## config.mk

```make
export PLATFORM = sky130hd
export DESIGN_NAME = spm_lsu
export DESIGN_NICKNAME = d
export VERILOG_FILES = /design/src/rtl/spm_lsu.sv
export SDC_FILE = /design/constraint.sdc
export NUM_CORES = 1
export LEC_CHECK = 0
export ABC_AREA = 1
export CAP_MARGIN = 20
export CORE_MARGIN = 8
export CORE_UTILIZATION = 44
export CTS_CLUSTER_SIZE = 16
export DETAILED_ROUTE_END_ITERATION = 8
export HOLD_SLACK_MARGIN = 0.12
export PLACE_DENSITY = 0.86
export SLEW_MARGIN = 20
export SYNTH_ARGS = -nofsm -noshare
export SYNTH_HDL_FRONTEND = slang
export SYNTH_SLANG_ARGS = --single-unit
```

## constraint.sdc

```tcl
create_clock -name clock -period 2.55 [get_ports clock]
set_input_delay 0.3825 -clock clock [delete_from_list [all_inputs] [get_ports clock]]
set_output_delay 0.3825 -clock clock [all_outputs]
set_load 0.1 [all_outputs]
```

## src/rtl/spm_lsu.sv

```systemverilog
// Load/store unit bridging core requests to a word-organised scratch-pad memory.
// Every output is registered; reqReady is a direct decode of the state register.
module spm_lsu #(
  parameter logic [31:0] spmBaseAddress = 32'hC0000000,
  parameter int          spmSizeInBytes = 2048
) (
  input  logic        clock,
  input  logic        reset,
  input  logic        reqValid,
  input  logic        reqWe,
  input  logic [1:0]  reqSize,
  input  logic        reqSigned,
  input  logic [31:0] reqAddress,
  input  logic [31:0] reqWriteData,
  output logic        reqReady,
  output logic        respValid,
  output logic        respError,
  output logic [31:0] respData,
  output logic        spmCs,
  output logic        spmWe,
  output logic [17:0] spmAddress,
  output logic [3:0]  spmByteEnables,
  output logic [31:0] dataToSpm,
  input  logic [31:0] dataFromSpm
);

  typedef enum logic [2:0] {IDLE, ISSUE, WAIT, CAPTURE, RESP} state_t;

  localparam logic [32:0] SPM_LIMIT = {1'b0, spmBaseAddress} + 33'(spmSizeInBytes);

  state_t      state, next_state;
  logic        accept, req_error, misaligned;
  logic        held_we, held_signed;
  logic [1:0]  held_size, held_lane;
  logic [31:0] shifted, aligned;

  logic        next_cs, next_we, next_resp_valid, next_resp_error;
  logic [17:0] next_addr;
  logic [3:0]  next_be;
  logic [31:0] next_wdata, next_resp_data;

  assign reqReady = (state == IDLE);
  assign accept   = reqReady && reqValid;

  always_comb begin
    misaligned = 1'b0;
    case (reqSize)
      2'b01:   misaligned = reqAddress[0];
      2'b10:   misaligned = (reqAddress[1:0] != 2'b00);
      2'b11:   misaligned = 1'b1;
      default: misaligned = 1'b0;
    endcase
    req_error = misaligned || (reqAddress < spmBaseAddress) ||
                ({1'b0, reqAddress} >= SPM_LIMIT);
  end

  // Load alignment: bring the addressed lane down to bit 0, then extend.
  always_comb begin
    shifted = dataFromSpm >> {held_lane, 3'b000};
    aligned = shifted;
    case (held_size)
      2'b00:   aligned = held_signed ? {{24{shifted[7]}}, shifted[7:0]}
                                     : {24'd0, shifted[7:0]};
      2'b01:   aligned = held_signed ? {{16{shifted[15]}}, shifted[15:0]}
                                     : {16'd0, shifted[15:0]};
      default: aligned = shifted;
    endcase
  end

  always_comb begin
    next_state      = state;
    next_cs         = 1'b0;
    next_we         = 1'b0;
    next_addr       = 18'd0;
    next_be         = 4'd0;
    next_wdata      = 32'd0;
    next_resp_valid = 1'b0;
    next_resp_error = 1'b0;
    next_resp_data  = 32'd0;
    case (state)
      IDLE: begin
        if (reqValid) begin
          if (req_error) begin
            next_state      = RESP;
            next_resp_valid = 1'b1;
            next_resp_error = 1'b1;
          end else begin
            next_state = ISSUE;
            next_cs    = 1'b1;
            next_we    = reqWe;
            next_addr  = 18'((reqAddress - spmBaseAddress) >> 2);
            case (reqSize)
              2'b00: begin
                next_be    = 4'b0001 << reqAddress[1:0];
                next_wdata = {4{reqWriteData[7:0]}};
              end
              2'b01: begin
                next_be    = reqAddress[1] ? 4'b1100 : 4'b0011;
                next_wdata = {2{reqWriteData[15:0]}};
              end
              default: begin
                next_be    = 4'b1111;
                next_wdata = reqWriteData;
              end
            endcase
          end
        end
      end
      ISSUE: begin
        if (held_we) begin
          next_state      = RESP;
          next_resp_valid = 1'b1;
        end else begin
          next_state = WAIT;
        end
      end
      WAIT: next_state = CAPTURE;
      CAPTURE: begin
        next_state      = RESP;
        next_resp_valid = 1'b1;
        next_resp_data  = aligned;
      end
      RESP:    next_state = IDLE;
      default: next_state = IDLE;
    endcase
  end

  always_ff @(posedge clock) begin
    if (!reset) begin
      state          <= IDLE;
      spmCs          <= 1'b0;
      spmWe          <= 1'b0;
      spmAddress     <= 18'd0;
      spmByteEnables <= 4'd0;
      dataToSpm      <= 32'd0;
      respValid      <= 1'b0;
      respError      <= 1'b0;
      respData       <= 32'd0;
      held_we        <= 1'b0;
      held_signed    <= 1'b0;
      held_size      <= 2'd0;
      held_lane      <= 2'd0;
    end else begin
      state          <= next_state;
      spmCs          <= next_cs;
      spmWe          <= next_we;
      spmAddress     <= next_addr;
      spmByteEnables <= next_be;
      dataToSpm      <= next_wdata;
      respValid      <= next_resp_valid;
      respError      <= next_resp_error;
      respData       <= next_resp_data;
      if (accept) begin
        held_we     <= reqWe;
        held_signed <= reqSigned;
        held_size   <= reqSize;
        held_lane   <= reqAddress[1:0];
      end
    end
  end

endmodule

```

* Yosys cells after proc, flatten, opt, wreduce, memory -nomap -nowiden
Index checks and enable logic that the tools add are counted.
** Cells by class
- Eq/ne operators :: 8
- Add/subtract/negate cells :: 1
- $lt $le $gt $ge :: 2
- Bitwise operators :: 3
- Reduce and logical (&&, ||, !) cells :: 11
- Mux-type cells :: 16
- Shift-type cells :: 2
** Operator list (count)
- 32-bit case mux with 2 select lines :: 2
- 32-bit two-way mux :: 2
- 32-bit >= comparator (second input constant) :: 1
- 32-bit less-than comparator (second input constant) :: 1
- 32-bit by 5-bit right shift with 32-bit output :: 1
- 20-bit by 1-bit subtractor with 20-bit output (second input constant) :: 1
- 3-bit case mux with 4 select lines :: 1
- 3-bit two-way mux :: 3
- 4-bit case mux with 2 select lines :: 1
- 3-bit by 2-bit equality test with 1-bit output (second input constant) :: 2
- 1-bit case mux with 3 select lines :: 2
- 2-bit by 1-bit equality test with 1-bit output (second input constant) :: 2
- 2-bit equality test (second input constant) :: 2
- 2-bit zero test :: 2
- 1-bit two-way mux :: 4
- 4-bit two-way mux :: 1
- 2-bit AND reduction :: 2
- 4-bit OR reduction :: 1
- 1-bit by 2-bit << shifter with 4-bit output (first input constant) :: 1
- 3-bit by 1-bit equality test with 1-bit output (second input constant) :: 1
- 3-bit zero test :: 1
- 1-bit NOT :: 3
- 3-bit AND reduction :: 1
- 1-bit logical OR :: 2
- other kinds (3) :: 3
** Storage, ports and cells
- Bits of input ports :: 103
- Bits in registers :: 99
- Word-level logic and storage cells :: 56
- Output and inout port bits :: 91

* Longest topological paths before layout
Gate-level depths: netlist of the first run.
- Depth in word-level cells :: 7
- Gate-level depth with buffers :: 10
- Depth with buffers taken out :: 8

* Worst setup path before layout of the first run
OpenSTA, ideal clock, no wires.
- Path type :: reg2reg
- Start :: register state[1]
- End :: register dataToSpm[24]
- Data arrival time :: 2.451 ns
- Data required time :: 2.488 ns
- Period minus slack after synthesis :: 2.513 ns
- Path buffers :: 2
- Stages on the path, launching flop included :: 8
- Setup slack :: 0.037 ns
- Library setup time :: 0.062 ns
- Path through :: dfxtp_1 -> nor3_2 -> nand2_1 -> clkinv_1 -> nand4_1 -> buf_6 -> buf_8 -> nor2_4
** On the way
- Cells in the longest elaborated chain, start to end :: 3
** Ends and longest elaborated chain
- start, declared :: RTL line 31 : state_t state, next_state;
- start signal, assigned :: RTL line 144 : state <= next_state;
- 3-bit zero test
- named net reqReady :: RTL line 15 : output logic reqReady,
- 1-bit NOT (no source line)
- 4-bit OR reduction (no source line)
- end signal, assigned :: RTL line 149 : dataToSpm <= next_wdata;
- end, declared :: RTL line 23 : output logic [31:0] dataToSpm,
The timed path passes the listed nets, and every way through them passes these cells.
A chain may end at the register's enable or synchronous reset.

* Worst setup path after layout of the first run
- Start :: input reqSize[1]
- End :: register spmCs
** On the way
- Cells in the longest elaborated chain, start to end :: 5
- Elaborated cells between the ends (all ways) :: 7
- Classes of those cells :: eq/ne: 3; mux: 2; reduce/logical: 2
** Ends and longest elaborated chain
- start, declared :: RTL line 11 : input logic [1:0] reqSize,
- 2-bit equality test or 2-bit by 1-bit equality test with 1-bit output (tied branches) :: RTL line 47 : case (reqSize)
- 1-bit case mux with 3 select lines (*) :: RTL line 47
- 1-bit logical OR (*) (2 in a row) :: RTL line 53 : req_error = misaligned || (reqAddress < spmBaseAddress) ||
- 1-bit two-way mux (*) :: RTL line 83 : if (req_error) begin
- end signal, assigned :: RTL line 145 : spmCs <= next_cs;
- end, declared :: RTL line 19 : output logic spmCs,
Every way passes the cells marked *; elsewhere a longest branch is shown, timed or not.

==> summary.txt, run 1 <==
Run status
  • Outcome: finished clean

Synthesis
  • Synthesis warning total: 0
  • Syn Inst Count: just over 500
  • Top-count cell post-synth: nand2_1
  • Unique masters post-synth: 28
  • Synthesized area: between 3000 and 4000 sq um
  • Top cell type's share of synthesized area: 49.6%
  • Ys flop type: dfxtp_1
  • Synth area leader: dfxtp_1
  • Post-synth top cells: nand2_1, dfxtp_1, inv_1
  • #FFs+latches synth: just under 100
  • Async SR Flop Fraction: 0%
  • Synth area leaders: dfxtp_1, nand2_1, inv_1
  • Number of flops mapped to enable cells by yosys: 0
  • Register area share after synthesis: about half
  • Avg Synthesized Cell Area: between 7 and 8 sq um

Clocking
  • CTS tree: yes
  • Clock sinks: just under 100
  • Clk pin slew, worst setup/hold paths: ~0.10 ns
  • Postcts setup bufs: 0
  • Hold buffer count at cts: 0
  • CTS Root Cell: clkbuf_8
  • Post-cts gate resize count: 0
  • Worst-skew pair later-pin latency: between 0.3 and 0.4 ns
  • CTS Buffer Depth: 2
  • H-tree Lvls: 3
  • Clock buffer count from CTS: 9

STA
  • Hold Slack: roughly 0.48 ns
  • RSZ-0062 raised after global routing: no
  • Clock skew: roughly 0.0093 ns
  • Max-slew violation count: 0
  • Setup ws final: 0.713 ns
  • Max frequency: around 0.54 GHz
  • Fin crit period: approximately 1.8 ns
  • Crit share post-route: between 70 and 80%
  • Fin Setup TNS: 0 ns
  • Final setup viols: 0
  • Fin. Hold Viols: 0

Worst setup path
  • Crit end category: flop
  • Worst Path Required: between 2 and 3 ns
  • CP Cell Sequence: clkdlybuf4s50_1, clkinv_4, nand2_4, nand2_1, nand2_1, nor2_1, nand4_1, buf_12, inv_1
  • WP data arrival: ~2.1 ns
  • Crit-path max cell delay: roughly 0.68 ns
  • CP Max Fanout: 47
  • CP max stage cell: clkdlybuf4s50_1
  • Critical Path Source Type: input pin
  • CP dominant cell by count: nand2_1
  • Worst setup path class: in -> reg

Place
  • Post-DP HPWL: just under 10000 um
  • RePlAce Congestion: about 0.9
  • # port buffers: slightly below 200
  • Placement-stage worst setup slack: 0.369 ns

Floorplanning
  • Core area: a little under 9000 sq um
  • Starting Density: ~46%
  • X dimension of the die: 111 um
  • I/O pin cnt: 194
  • Die footprint: 12400 sq um
  • Row count: 34
  • Die Ht: 111 um

Detailed routing
  • Sum of routed wire length over all layers: 12400 um
  • Via count: 3936
  • Number of detailed-route iterations in the first pass: 5
  • Vias/cell: 4.84
  • WL/cell: approximately 15 um
  • ANT nets after route: 0
  • Starting DRT DRC Count: between 200 and 250
  • Residual DRC: 0

Layout
  • # nets final: about 800
  • Layout cells sized above 1: ~22%
  • Area added between synthesis and finish: 49.1%
  • Fin util: about two thirds
  • Diode count: 0

Power and ir drop
  • Peak supply drop: roughly 0.00037 V
  • Total Power: roughly 0.0030 W
  • Leak Pwr: between 2 and 3 nW
  • Power Dens Cells: 512 nW/um^2

Global routing
  • Largest net degree at the start of global routing: between 40 and 50
  • First-pass GRT wire length: roughly 20000 um
  • Total GRT Usage: roughly a fifth
  • Vias in the first global route: approximately 4000
  • Antenna violations before repair: 0
  • Gr ovfl total: 0

Min path
  • Hold WC Path Type: reg -> reg

Run
  • MaxCap Viol Count: 0
## layer usage
layer  share of wire (%)  track usage (%)  vias up
li1                    -                -     1963
met1                  39             20.8     1742
met2                  47             31.7      215
met3                  13             9.25       16
met4                 1.7             7.73        0
met5                   0                0        -
## metrics by stage
step                      cells  instance area, sq um
after floorplan             514                  4030
after global placement      797                  5780
after detailed placement    797                  5780
after CTS                   813                  5960
after global routing        813                  5960
final                       813                  5960
## logic make-up (layout without fill, tap and decap cells)
logic type	Yosys count	count (layout)	share of synthesized area, %
flip-flops	99	99	49.6
buffers and inverters	105	296	11.7
other	1	9	0.0938
AO/OA/AOI/OAI	90	90	12.6
AND/OR/NAND/NOR	211	211	26.1
## final timing paths
| path | end | from | slack, ns | depth (start not counted) |
|---|---|---|---|---|
| hold reg to reg | held_we$_SDFFE_PN0P_ | held_we$_SDFFE_PN0P_ | 0.48 | 2 |
| hold / removal | held_we$_SDFFE_PN0P_ | held_we$_SDFFE_PN0P_ | 0.48 | 2 |
| setup / recovery | spmCs$_SDFF_PN0_ | reqSize[1] | 0.71 | 9 |
| setup reg to reg | respData[29]$_SDFF_PN0_ | held_lane[0]$_SDFFE_PN0P_ | 0.95 | 7 |
## layout by cell type (no fill, tap or decap)
master / n
nand2_1: 102
inv_1: 73
o211ai_1: 7
nand4_2: 1
inv_8: 1
conb_1: 9
a31oi_1: 7
buf_12: 1
nor3_2: 1
clkdlybuf4s50_1: 102
or2_2: 1
clkbuf_1: 1
nand4_1: 1
inv_6: 3
inv_2: 3
buf_4: 99
a221oi_1: 7
nor2_1: 41
nor2_4: 20
clkinv_1: 1
o21ai_0: 30
dfxtp_1: 99
nand2_4: 1
clkinv_4: 3
nand3_2: 1
a21oi_1: 39
nand3b_1: 1
nor2_2: 9
nand3_1: 32
clkbuf_8: 9
## critical path, delay by kind of cell
family	cells	cell delay, ns
buf+inv	4	1.21
simple gates	5	0.43
## registers in the layout, indices dropped and copies added (netlist names)
signal and cells:
dataToSpm 32, respData 32, spmAddress 18, spmByteEnables 4, state 3, held_lane 2
held_size 2, held_signed 1, held_we 1, respError 1, respValid 1, spmCs 1
spmWe 1
## where the power goes
group | leakage (nW) | switching (W) | internal, W | total (W)
Clock | 0.0938 | 0.000574 | 0.000377 | 0.000951
Combinational | 2.04 | 0.000298 | 0.000232 | 0.000530
Sequential | 0.803 | 0.00000624 | 0.00156 | 0.00157
Total | 2.94 | 0.000878 | 0.00217 | 0.00305
## cell type report
| class | count | area, sq um |
|---|---|---|
| clock buffers | 10 | 128 |
| clock inverters | 6 | 55.1 |
| fillers | 772 | 2800 |
| inverters | 78 | 298 |
| multi-input cells | 310 | 1580 |
| flip-flops and latches | 99 | 1980 |
| well taps | 108 | 135 |
| repair buffers | 202 | 1780 |
Note: power is estimated with default switching activity, not from simulation.
==> inputs of run 2 (changes only) <==
Settings changed: CORE_UTILIZATION 44 to 41, PLACE_DENSITY 0.86 to 0.81.
Clock period 2.55 ns to 1.9 ns, I/O delays scaled along.
==> summary.txt, run 2 (synthesis gave the netlist of run 1 again) <==
Clocking
  • Postcts setup bufs: 0
  • CTS Buffer Depth: 2
  • CTS tree: yes
  • Hold buffer count at cts: 0
  • Post-cts gate resize count: 0
  • Clock buffer count from CTS: 9
  • Clock sinks: ~100
  • CTS Root Cell: clkbuf_8
  • Worst-skew pair later-pin latency: between 0.3 and 0.4 ns
  • Clk pin slew, worst setup/hold paths: 0.09 ns
  • H-tree Lvls: 3

Worst setup path
  • Reg2Reg Setup Slack: 0.30 ns
  • R2r worst-path depth: 6
  • Worst R2R End: respData[27]$_SDFF_PN0_
  • WP data arrival: roughly 1.9 ns
  • CP startpoint: held_size[1]$_SDFFE_PN0P_
  • Worst setup path class: reg -> reg
  • FF-to-FF Start: held_size[1]$_SDFFE_PN0P_
  • Critical Path Source Type: flop
  • Crit end category: flop
  • CP Max Fanout: 16
  • Worst Path Required: between 2 and 2.5 ns
  • CP Capture Point: respData[27]$_SDFF_PN0_

STA
  • Worst Tran Pin Value: 0.912 ns
  • Max-slew violation count: 0
  • Max frequency: around 0.62 GHz
  • Final setup viols: 0
  • Setup ws final: between 0.2 and 0.3 ns
  • Fin Setup TNS: 0 ns
  • Fin crit period: 1.60 ns
  • Relative slew margins: around 39%
  • RSZ-0062 raised after global routing: no
  • Clock skew: roughly 0.007 ns
  • Fin. Hold Viols: 0
  • Crit share post-route: a little over four fifths

Power and ir drop
  • Peak supply drop: between 0.0004 and 0.0005 V
  • Power Dens Cells: just under 700 nW/um^2
  • Seq pwr share: about 49%
  • Clk pwr share: 33.8%
  • Leak Pwr: slightly above 3 nW
  • Sw Pwr: around 0.0011 W
  • Net Sw Frac: between 20% and 30%
  • Comb power frac: ~17%
  • Internal power: approximately 0.0032 W

Place
  • Placement-stage worst setup slack: -0.0433 ns
  • # port buffers: around 190
  • RePlAce Congestion: 0.878
  • Placement Cell Area: between 5000 and 6000 sq um
  • Post-DP HPWL: around 10000 um

Global routing
  • Antenna violations before repair: 0
  • Global route hottest layer: met2
  • First-pass GRT wire length: slightly below 20000 um
  • Vias in the first global route: roughly 4100
  • Total GRT Usage: 19.0%
  • Global Route met3 Usage: slightly above 8%
  • Met2 usage: between 30% and 40%
  • Largest net degree at the start of global routing: 30
  • Gr ovfl total: 0
  • Global-route met1 utilization: 20.9%

Layout
  • Fin util: ~64%
  • # nets final: slightly above 800
  • Area added between synthesis and finish: 55.4%
  • Diode count: 0
  • Layout cells sized above 1: 23.9%
  • Post-route cell area: ~6200 sq um
  • Most frequent cells in the layout: buf_4, clkdlybuf4s50_1, nand2_1
  • Commonest non-fill, non-tap cell in the layout: buf_4
  • Largest registers: dataToSpm (32), respData (32), spmAddress (18)

Floorplanning
  • Die footprint: between 10000 and 15000 sq um
  • Die Ht: between 100 and 150 um
  • Core area: around 9600 sq um
  • Row count: 36
  • X dimension of the die: between 100 and 150 um
  • I/O pin cnt: about 190
  • Starting Density: between 40 and 50%

Detailed routing
  • Sum of routed wire length over all layers: between 10000 and 15000 um
  • ANT nets after route: 0
  • Via count: approximately 4000
  • Residual DRC: 0
  • Starting DRT DRC Count: about 170
  • WL/cell: ~15 um
  • Vias/cell: between 4 and 5
  • Number of detailed-route iterations in the first pass: 6

Run
  • MaxCap Viol Count: 0

Min path
  • Worst hold stages: 3
  • Hold WC Path Type: in -> reg

Run status
  • Outcome: finished clean
run 2: how the worst min path moves through the flow:
stage	from	endpoint	slack (ns)
3_3_place_gp	held_we$_SDFFE_PN0P_	held_we$_SDFFE_PN0P_	0.46
3_5_place_dp	held_we$_SDFFE_PN0P_	held_we$_SDFFE_PN0P_	0.47
5_1_grt	reqAddress[8]	spmAddress[6]$_SDFF_PP0_	0.44
2_1_floorplan	reqWe	spmWe$_SDFF_PP0_	0.40
4_1_cts	reqAddress[2]	spmAddress[0]$_SDFF_PP0_	0.44
6_report	reqAddress[5]	spmAddress[3]$_SDFF_PP0_	0.45
run 2: final cells by class:
class                      count  area, sq um
timing repair buffer         219         1960
multi-input combinational    310         1590
sequential                    99         1980
tap                          133          166
inverter                      78          299
fill                         854         3430
clock inverter                 5         86.3
clock buffer                  10          128
run 2: through the flow:
stage	cells	hold slack, ns	power, W
2_1_floorplan	514	0.397	0.00255
3_3_place_gp	839	0.460	0.00289
3_5_place_dp	839	0.469	0.00290
4_1_cts	854	0.436	0.00434
5_1_grt	854	0.436	0.00449
6_report	854	0.447	0.00431
run 2: power groups by stage:
stage,Clock [W],Sequential (W),Combinational [W]
6_report,0.00146,0.00211,0.000744
5_1_grt,0.00157,0.00211,0.000809
3_5_place_dp,0,0.00216,0.000738
4_1_cts,0.00149,0.00211,0.000743
2_1_floorplan,0,0.00225,0.000300
3_3_place_gp,0,0.00216,0.000733
run 2: routing by layer:
layer / up-vias / part of all wire (%)
met5: - / 0
met4: 0 / 1.6
met3: 16 / 13
met2: 225 / 46
met1: 1780 / 39
li1: 1998 / -
run 2: critical path, cell delays in order (launching register included):
cell and delay, ns:
dfxtp_1 0.34, inv_1 0.06, nor2_1 0.69, nand3_1 0.21, nand3_1 0.15, nand2_1 0.06, inv_1 0.05
==> inputs of run 3 (changes only) <==
Clock period 1.9 ns to 1.6 ns, I/O delays scaled along.
==> summary.txt, run 3 (synthesis gave the netlist of run 1 again) <==
Layout
  • Commonest non-fill, non-tap cell in the layout: clkdlybuf4s50_1
  • Area added between synthesis and finish: 88.0%
  • Diode count: 0
  • Post-route cell area: around 7500 sq um
  • # nets final: 834
  • Fin util: between 70 and 80%
  • Layout cells sized above 1: approximately 26%
  • Most frequent cells in the layout: clkdlybuf4s50_1, nand2_1, buf_12
  • Largest registers: dataToSpm (32), respData (32), spmAddress (18)

Power and ir drop
  • Peak supply drop: roughly 0.00052 V
  • Comb power frac: 18.4%
  • Sw Pwr: roughly 0.0015 W
  • Power Dens Cells: 693 nW/um^2
  • Clk pwr share: between 30% and 40%
  • Net Sw Frac: roughly 29%
  • Leak Pwr: between 3 and 4 nW
  • Seq pwr share: around half
  • Internal power: 0.00372 W

Run status
  • Outcome: finished clean

Detailed routing
  • ANT nets after route: 0
  • Sum of routed wire length over all layers: ~14000 um
  • Number of detailed-route iterations in the first pass: 5
  • Starting DRT DRC Count: about 260
  • Via count: 4175
  • Vias/cell: approximately 4.8
  • WL/cell: 16.2 um
  • Residual DRC: 0

Min path
  • Worst hold stages: 3
  • Hold Path End: spmAddress[7]$_SDFF_PP0_
  • Worst Hold Launch: reqAddress[9]
  • Hold WC Path Type: in -> reg

Place
  • RePlAce Congestion: 0.867
  • Placement-stage worst setup slack: -0.349 ns
  • Post-DP HPWL: 11500 um
  • # port buffers: 193
  • Placement Cell Area: about 7300 sq um

STA
  • Fin. Hold Viols: 0
  • Setup ws final: approximately 0.096 ns
  • Worst Tran Pin Value: 0.530 ns
  • RSZ-0062 raised after global routing: no
  • Relative slew margins: ~65%
  • Fin crit period: between 1.5 and 2 ns
  • Final setup viols: 0
  • Max-slew violation count: 0
  • Crit share post-route: a little over nine tenths
  • Clock skew: 0.0157 ns
  • Max frequency: 0.665 GHz

Clocking
  • CTS tree: yes
  • Post-cts gate resize count: 0
  • Clk pin slew, worst setup/hold paths: approximately 0.11 ns
  • Postcts setup bufs: 0
  • Hold buffer count at cts: 0
  • CTS Buffer Depth: 2
  • Clock sinks: slightly below 100
  • H-tree Lvls: 3
  • CTS Root Cell: clkbuf_8
  • Worst-skew pair later-pin latency: 0.37 ns
  • Clock buffer count from CTS: 9

Worst setup path
  • Reg2Reg Setup Slack: 0.19 ns
  • Worst Path Required: 1.88 ns
  • Crit end category: flop
  • WP data arrival: about 1.8 ns
  • R2r worst-path depth: 7
  • FF-to-FF Start: state[1]$_SDFFE_PN0P_
  • CP Max Fanout: 8
  • Worst R2R End: dataToSpm[4]$_SDFF_PP0_
  • Worst setup path class: in -> reg
  • Critical Path Source Type: input pin

Global routing
  • Total GRT Usage: 21.6%
  • First-pass GRT wire length: 22000 um
  • Gr ovfl total: 0
  • Largest net degree at the start of global routing: 34
  • Antenna violations before repair: 0
  • Vias in the first global route: ~4400

Floorplanning
  • Starting Density: approximately two fifths
  • Row count: 36
  • Core area: approximately 9600 sq um
  • X dimension of the die: 115 um
  • Die Ht: 115 um
  • I/O pin cnt: slightly below 200
  • Die footprint: between 10000 and 15000 sq um

Run
  • MaxCap Viol Count: 0
run 3: cell count changes in the layout (fill, tap and decap cells not counted), sizes merged:
cell and delta:
clkbuf -1, clkinv -1, clkinvlp +1, bufinv -1, inv +3, buf +14
run 3: stage by stage:
step,setup TNS (ns),instances,hold WS [ns],total power (W)
4_1_cts,0,869,0.373,0.00523
2_1_floorplan,-14.10,514,0.352,0.00302
3_5_place_dp,-10.73,853,0.474,0.00352
3_3_place_gp,-6.52,853,0.453,0.00349
5_1_grt,0,869,0.369,0.00545
6_report,0,869,0.395,0.00521
run 3: how the worst max path moves through the flow:
stage	slack [ns]	end	depth (start not counted)	startpoint
2_1_floorplan	-0.33	dataToSpm[24]$_SDFF_PP0_	7	state[0]$_SDFFE_PN0P_
3_3_place_gp	-0.19	dataToSpm[25]$_SDFF_PP0_	8	reqSize[1]
3_5_place_dp	-0.35	dataToSpm[26]$_SDFF_PP0_	8	reqSize[1]
4_1_cts	0.003	respData[25]$_SDFF_PN0_	6	held_size[1]$_SDFFE_PN0P_
5_1_grt	0.05	dataToSpm[5]$_SDFF_PP0_	10	reqSize[1]
6_report	0.1	dataToSpm[26]$_SDFF_PP0_	8	reqSize[1]
run 3: area by class of cell:
class                   count  area [sq um]
multi-input cells         310          1590
well taps                 133           166
clock inverters             7          93.8
clock buffers               9           124
fillers                   652          2120
flip-flops and latches     99          1980
inverters                  78           299
repair buffers            233          3260
run 3: worst max-delay path: stages:
cell	delay [ns]
clkdlybuf4s50_1	0.60
buf_4	0.21
nor2_2	0.08
nand2_1	0.07
inv_1	0.05
a221oi_1	0.29
buf_4	0.20
nor2_4	0.04
run 3: per-layer routing:
metal  vias up  track usage, %  routed length (um)
met5         -               0                   0
met4         0            8.06                 344
met3        30            10.6                1780
met2       228            37.2                6770
met1      1895            22.4                5170
li1       2022               -                   -
run 3: power by group through the flow:
stage               combinational, W  clock (W)  sequential, W
floorplan                   0.000357          0        0.00267
global placement            0.000920          0        0.00257
detailed placement          0.000945          0        0.00257
CTS                         0.000952    0.00177        0.00251
global route                 0.00103    0.00191        0.00252
finish                      0.000958    0.00174        0.00251
